## src/rtl/sub_arbiter.sv

```systemverilog
`default_nettype none
// ============================================================================
// Module      : sub_arbiter
// Description : Two-requester round-robin arbiter in front of one shared
//               subtractor. Produces a registered difference with zero,
//               overflow/borrow and negative/less-than flags, tagged with the
//               id of the requester that owns it. Valid/ready output handshake
//               with full throughput and backpressure.
// Revision    : 1.0 - initial release
// ============================================================================
module sub_arbiter #(
  parameter int WIDTH = 32
) (
  input  logic             clk,
  input  logic             reset,
  input  logic [1:0]       req,
  input  logic [WIDTH-1:0] a0,
  input  logic [WIDTH-1:0] b0,
  input  logic [WIDTH-1:0] a1,
  input  logic [WIDTH-1:0] b1,
  input  logic [1:0]       sign,
  output logic [1:0]       gnt,
  output logic             out_valid,
  input  logic             out_ready,
  output logic [WIDTH-1:0] out_s,
  output logic             out_z,
  output logic             out_v,
  output logic             out_n,
  output logic             out_id
);

  localparam int c_msb = WIDTH - 1;

  logic             r_prio;
  logic             r_out_valid;
  logic [WIDTH-1:0] r_out_s;
  logic             r_out_z;
  logic             r_out_v;
  logic             r_out_n;
  logic             r_out_id;

  logic             w_can_accept;
  logic [1:0]       w_gnt;
  logic             w_fire;
  logic             w_sel;
  logic [WIDTH-1:0] w_a;
  logic [WIDTH-1:0] w_b;
  logic             w_signed;
  logic [WIDTH:0]   w_diff;
  logic [WIDTH-1:0] w_s;
  logic             w_borrow;
  logic             w_sovf;
  logic             w_z;
  logic             w_v;
  logic             w_n;

  // The output register can take a new result if it is empty or being drained.
  assign w_can_accept = !r_out_valid | out_ready;

  // Grant selection: sole requester wins, ties go to the round-robin pointer.
  always_comb begin
    w_gnt = 2'b00;
    if (!reset && w_can_accept) begin
      case (req)
        2'b01:   w_gnt = 2'b01;
        2'b10:   w_gnt = 2'b10;
        2'b11:   w_gnt = r_prio ? 2'b10 : 2'b01;
        default: w_gnt = 2'b00;
      endcase
    end
  end

  assign gnt    = w_gnt;
  assign w_fire = |w_gnt;
  assign w_sel  = w_gnt[1];

  // Operand mux feeding the single shared subtractor.
  assign w_a      = w_sel ? a1 : a0;
  assign w_b      = w_sel ? b1 : b0;
  assign w_signed = w_sel ? sign[1] : sign[0];

  // Widened subtract: the extra top bit is the unsigned borrow.
  assign w_diff   = {1'b0, w_a} - {1'b0, w_b};
  assign w_s      = w_diff[c_msb:0];
  assign w_borrow = w_diff[WIDTH];

  // Two's complement overflow: operands differ in sign and result sign flips.
  assign w_sovf = (w_a[c_msb] != w_b[c_msb]) & (w_s[c_msb] != w_a[c_msb]);

  // Flag selection per mode; signed less-than is sign XOR overflow.
  always_comb begin
    w_z = (w_s == '0);
    w_v = w_borrow;
    w_n = w_borrow;
    if (w_signed) begin
      w_v = w_sovf;
      w_n = w_s[c_msb] ^ w_sovf;
    end
  end

  // Result register, valid flag and round-robin pointer update.
  always_ff @(posedge clk) begin
    if (reset) begin
      r_prio      <= 1'b0;
      r_out_valid <= 1'b0;
      r_out_s     <= '0;
      r_out_z     <= 1'b0;
      r_out_v     <= 1'b0;
      r_out_n     <= 1'b0;
      r_out_id    <= 1'b0;
    end else if (w_fire) begin
      r_prio      <= ~w_sel;
      r_out_valid <= 1'b1;
      r_out_s     <= w_s;
      r_out_z     <= w_z;
      r_out_v     <= w_v;
      r_out_n     <= w_n;
      r_out_id    <= w_sel;
    end else if (out_ready) begin
      r_out_valid <= 1'b0;
    end
  end

  assign out_valid = r_out_valid;
  assign out_s     = r_out_s;
  assign out_z     = r_out_z;
  assign out_v     = r_out_v;
  assign out_n     = r_out_n;
  assign out_id    = r_out_id;

endmodule
`default_nettype wire

```

## config.mk

```make
export PLATFORM = sky130hd
export DESIGN_NAME = sub_arbiter
export DESIGN_NICKNAME = d
export VERILOG_FILES = /design/src/rtl/sub_arbiter.sv
export SDC_FILE = /design/constraint.sdc
export NUM_CORES = 1
export LEC_CHECK = 0
export CORE_ASPECT_RATIO = 0.9
export CORE_MARGIN = 2
export CORE_UTILIZATION = 51
export DETAILED_ROUTE_END_ITERATION = 10
export DONT_BUFFER_PORTS = 1
export PLACE_DENSITY = 0.69
export SETUP_SLACK_MARGIN = 0.3
export SLEW_MARGIN = 20
export SYNTH_ARGS = -nofsm -noshare
export SYNTH_HDL_FRONTEND = slang
export SYNTH_SLANG_ARGS = --single-unit
```

## constraint.sdc

```tcl
create_clock -name clk -period 6.9 [get_ports clk]
set_clock_uncertainty 0.05 [all_clocks]
set_input_delay 1.035 -clock clk [delete_from_list [all_inputs] [get_ports clk]]
set_output_delay 1.035 -clock clk [all_outputs]
set_load 0.01 [all_outputs]
```

==> results.md <==
Timing:
- After layout, the worst setup slack is 0.879 ns.
- The final worst-path cycle share is 87.3%.
- Headroom to the max-slew limit came out at 44.3%.
- The actual transition at the worst max-transition pin is 0.825 ns.
- Across all hold checks on the routed design, the worst slack comes to 0.452 ns.
- Setup repair after global routing left no endpoint under its margin.
- The count of final setup violators is 0.
- The number of max-slew violations in the final report was 0.
- Adding up every negative setup slack in the final design gives 0 ns.
- The number of hold violations in the final report is 0.
- Derived from the worst setup path, the maximum achievable clock frequency is 166 MHz.
- The worst path needs 6.02 ns of the cycle, external delays included.

Pwr:
- The leakage power of the design is 1.79 nW.
- In this run, flip-flops and latches consume 30.7% of the power.
- The switching part of the total is 41.0%.
- The clock network accounts for 21.7% of the total power.
- The ratio of total power to cell area is 212 nW/um2.
- The power dissipated by switching net loads is 0.368 mW.
- Cell internal power was estimated by the tool at 0.529 mW.
- The worst-case vdd ir drop is 96.5 uV.
- The part of the total power dissipated in combinational logic is 47.6%.

Die:
- The die covers 8660 um2.
- The floorplan has 30 rows.
- The die is 97.9 um wide.
- From bottom edge to top edge, the die measures 88.5 um.
- The starting density of the core is 53.1%.
- During I/O placement, the number of pins put on the boundary was 174.
- The core region area is 7620 um2.

Setup path:
- STA classifies the critical path endpoint as a flip-flop.
- The worst setup path is launched from an input port.
- The critical path is of the input port to flip-flop type.
- The data arrival at the endpoint of the critical path is 6.21 ns.
- The worst register-to-register path has a depth of 26.
- The data required time at the worst endpoint is 7.08 ns.
- The startpoint identified for the worst register-to-register timing path is out_valid.
- In this run the worst setup path terminates at out_z.
- The capture instance of the worst register-to-register path is out_z.
- The first element of the critical path is out_ready.
- Across all register-to-register paths, the minimum setup slack is 1.16 ns.
- The largest fanout of any net on the critical path is 35.

Global route:
- Global routing consumed, over all layers together, 23.9% of the routing resources.
- The first-pass GRT wire length is 17.1 mm.
- The initial antenna violation count came to 0.
- Entering global routing, the biggest net connects 42 pins.
- The via count of the first global-routing pass is 3752.
- The total overflow left after global routing is 0.

CTS:
- The clock transition at the registers of the reported paths is 0.08 ns.
- The longest clock path from root to sink contains 2 buffers.
- TritonCTS built the clock tree.
- The tree built by TritonCTS fans out to 38 sinks.
- The number of clock buffers added by TritonCTS is 5.
- The CTS H-tree depth is 2.
- After clock tree synthesis, the flow added hold-fix buffers numbering 0.
- The clock latency at the later pin of the worst-skew pair is 0.28 ns.
- The buffer type at the clock tree root is sky130_fd_sc_hd__clkbuf_8.

Synthesis:
- Among all cell types in the netlist, the one instantiated most often is sky130_fd_sc_hd__nand2_1.
- The commonest cells after synthesis are sky130_fd_sc_hd__nand2_1 (161), sky130_fd_sc_hd__a21oi_1 (56), sky130_fd_sc_hd__nor2_1 (53).
- The post-synth net total is 754.
- The mean instance size in the synthesized netlist is 6.91 um2.
- The cell type contributing the most total cell area after synthesis is sky130_fd_sc_hd__dfxtp_1.
- The distinct cell type count of the synthesized netlist is 57.
- After technology mapping, the gate count stands at 585.
- The fraction of the yosys area taken by sequential cells is 18.8%.
- Counting flops with a built-in enable in the synthesized netlist gives 0.
- The count of warnings emitted by yosys is 0.
- The top cell type's share of synthesized area is 18.8%.
- Counting flops and latches in the post-synthesis netlist gives 38.
- Among all flip-flop cells after synthesis, the most frequent one is sky130_fd_sc_hd__dfxtp_1.
- Of all flip-flops after synthesis, the portion carrying an async set or reset was 0%.
- The mapped netlist covers 4040 um2.
- Ranked by total cell area, the synthesized netlist is headed by sky130_fd_sc_hd__dfxtp_1 (19%), sky130_fd_sc_hd__nand2_1 (15%), sky130_fd_sc_hd__ha_1 (9.9%), sky130_fd_sc_hd__mux2i_1 (8.4%), sky130_fd_sc_hd__a21oi_1 (6.9%).

Place:
- During placement, the flow inserted port buffers numbering 0.
- Detailed placement finished with a half-perimeter wire length of 8.68 mm.
- OpenSTA, run right after detailed placement, puts the worst setup slack at 0.478 ns.
- The congestion estimate from routability-driven global placement came to 0.894.

Routing:
- The detailed-route DRC error count is 0.
- The post-route antenna net violation count is 0.
- The DRC violation total after the first TritonRoute iteration is 201.
- Wires add up to 10.8 mm.
- The routed layout has 4016 vias.
- The detail-routed net length per standard cell is 16.2 um.
- The average via count per standard cell is 6.04.
- The first detailed-routing pass took 5 iterations.

Finish:
- Relative to the synthesized area, the layout overhead comes to 4.89%.
- The utilization after layout is 55.7%.
- The ratio of cells with drive above 1 in the final layout is 5.27%.
- The net count of the finished layout is 738.
- The diode insertion count for antenna repair is 0.

Status:
- The flow ran to the end, and the final reports show no timing, DRC or antenna violations.

Flow run:
- Max-cap violations in this run came to 0.

Min path:
- The worst hold path belongs to the class flip-flop to flip-flop.
-- placed cells by master, fill, tap and decap left out, types with 4 or more instances in the layout --
master	instances
sky130_fd_sc_hd__nor2_1	53
sky130_fd_sc_hd__and3_1	5
sky130_fd_sc_hd__xor2_1	12
sky130_fd_sc_hd__a21oi_2	5
sky130_fd_sc_hd__nand4_1	5
sky130_fd_sc_hd__a211oi_1	13
sky130_fd_sc_hd__nor3_1	6
sky130_fd_sc_hd__o21a_1	7
sky130_fd_sc_hd__clkbuf_8	6
sky130_fd_sc_hd__o21ai_1	6
sky130_fd_sc_hd__nor2b_1	6
sky130_fd_sc_hd__nand2b_1	5
sky130_fd_sc_hd__nand3_1	11
sky130_fd_sc_hd__a31oi_1	4
sky130_fd_sc_hd__xnor2_1	13
sky130_fd_sc_hd__inv_1	7
sky130_fd_sc_hd__buf_4	6
sky130_fd_sc_hd__a21oi_1	56
sky130_fd_sc_hd__dfxtp_1	38
sky130_fd_sc_hd__o21ai_0	18
sky130_fd_sc_hd__a21o_1	8
sky130_fd_sc_hd__mux2i_1	34
sky130_fd_sc_hd__o211ai_1	4
sky130_fd_sc_hd__ha_1	32
sky130_fd_sc_hd__nand2_1	161
-- worst max-delay path, stage by stage --
cell and delay (ns):
sky130_fd_sc_hd__nor2b_1 0.05, sky130_fd_sc_hd__nor2_1 0.20, sky130_fd_sc_hd__nand3_2 0.14, sky130_fd_sc_hd__inv_2 0.10, sky130_fd_sc_hd__buf_12 0.21, sky130_fd_sc_hd__mux2i_1 0.24, sky130_fd_sc_hd__ha_1 0.30, sky130_fd_sc_hd__a21oi_1 0.24
sky130_fd_sc_hd__a211oi_1 0.14, sky130_fd_sc_hd__o211ai_1 0.36, sky130_fd_sc_hd__a21oi_2 0.14, sky130_fd_sc_hd__o41ai_4 0.47, sky130_fd_sc_hd__o21ai_1 0.14, sky130_fd_sc_hd__a21o_1 0.19, sky130_fd_sc_hd__a21o_1 0.17, sky130_fd_sc_hd__a21oi_1 0.16
sky130_fd_sc_hd__fa_1 0.27, sky130_fd_sc_hd__nor4bb_1 0.25, sky130_fd_sc_hd__nand3_1 0.12, sky130_fd_sc_hd__nor4_1 0.30, sky130_fd_sc_hd__nand4_1 0.14, sky130_fd_sc_hd__a211oi_1 0.26, sky130_fd_sc_hd__nand4_1 0.14, sky130_fd_sc_hd__nor4_1 0.24
sky130_fd_sc_hd__nand4bb_1 0.13, sky130_fd_sc_hd__nand2_1 0.08
-- cell families (layout without fill, tap and decap cells) --
family | count (synthesis) | in the layout | share of synthesized area [%]
and+or+nand+nor | 269 | 269 | 28.2
AOI/OAI and AO/OA | 147 | 147 | 24.4
DFF | 38 | 38 | 18.8
buffers and inverters | 38 | 22 | 3.84
adders and majority gates | 34 | 34 | 10.9
muxes | 34 | 34 | 8.42
xor gates and xnor gates | 25 | 25 | 5.41
-- area by class of cell --
class	instances	area (um2)
repair buffers	7	65.1
flip-flops and latches	38	761
clock buffers	6	82.6
inverters	8	30.0
well taps	96	120
fillers	766	3380
multi-input cells	509	3150
clock inverters	1	30.0
-- how the worst min path moves through the flow --
stage               from        end  cells after the start
2_1_floorplan   out_s[5]   out_s[5]                      2
3_3_place_gp      r_prio     r_prio                      2
3_5_place_dp      r_prio     r_prio                      2
4_1_cts        out_s[18]  out_s[18]                      2
5_1_grt        out_s[26]  out_s[26]                      2
6_report       out_s[16]  out_s[16]                      2
-- layer usage --
metal / global-route usage [%] / share of wire [%] / up-vias
met3: 6.08 / 8.6 / 13
met4: 5.30 / 1.3 / 0
met2: 41.2 / 47 / 165
met5: 0 / 0 / -
met1: 30.6 / 43 / 1822
li1: - / - / 2016
-- flip-flops by register name (all words and copies together) (netlist names) --
signal	flops
out_n	1
r_prio	1
out_valid	1
out_z	1
out_id	1
out_s	32
out_v	1
-- metrics by stage --
step           instances  cell area, um2  total power [mW]
6_report             665            4240             0.897
5_1_grt              665            4240             0.964
4_1_cts              665            4230             0.895
3_5_place_dp         658            4120             0.698
3_3_place_gp         658            4120             0.694
2_1_floorplan        585            4040             0.613
-- power by group through the flow --
stage	logic (mW)	registers, mW	clock network, mW
finish	0.427	0.276	0.195
global route	0.477	0.279	0.208
CTS	0.421	0.276	0.198
detailed placement	0.418	0.281	0
global placement	0.413	0.281	0
floorplan	0.340	0.273	0
-- what timing repair did --
action	4_1_cts	5_1_grt
gates resized for setup	0	1
buffers inserted	0	0
hold endpoints to repair	0	0
endpoints found under the setup margin	0	1
Power figures use the tool's default switching activity.
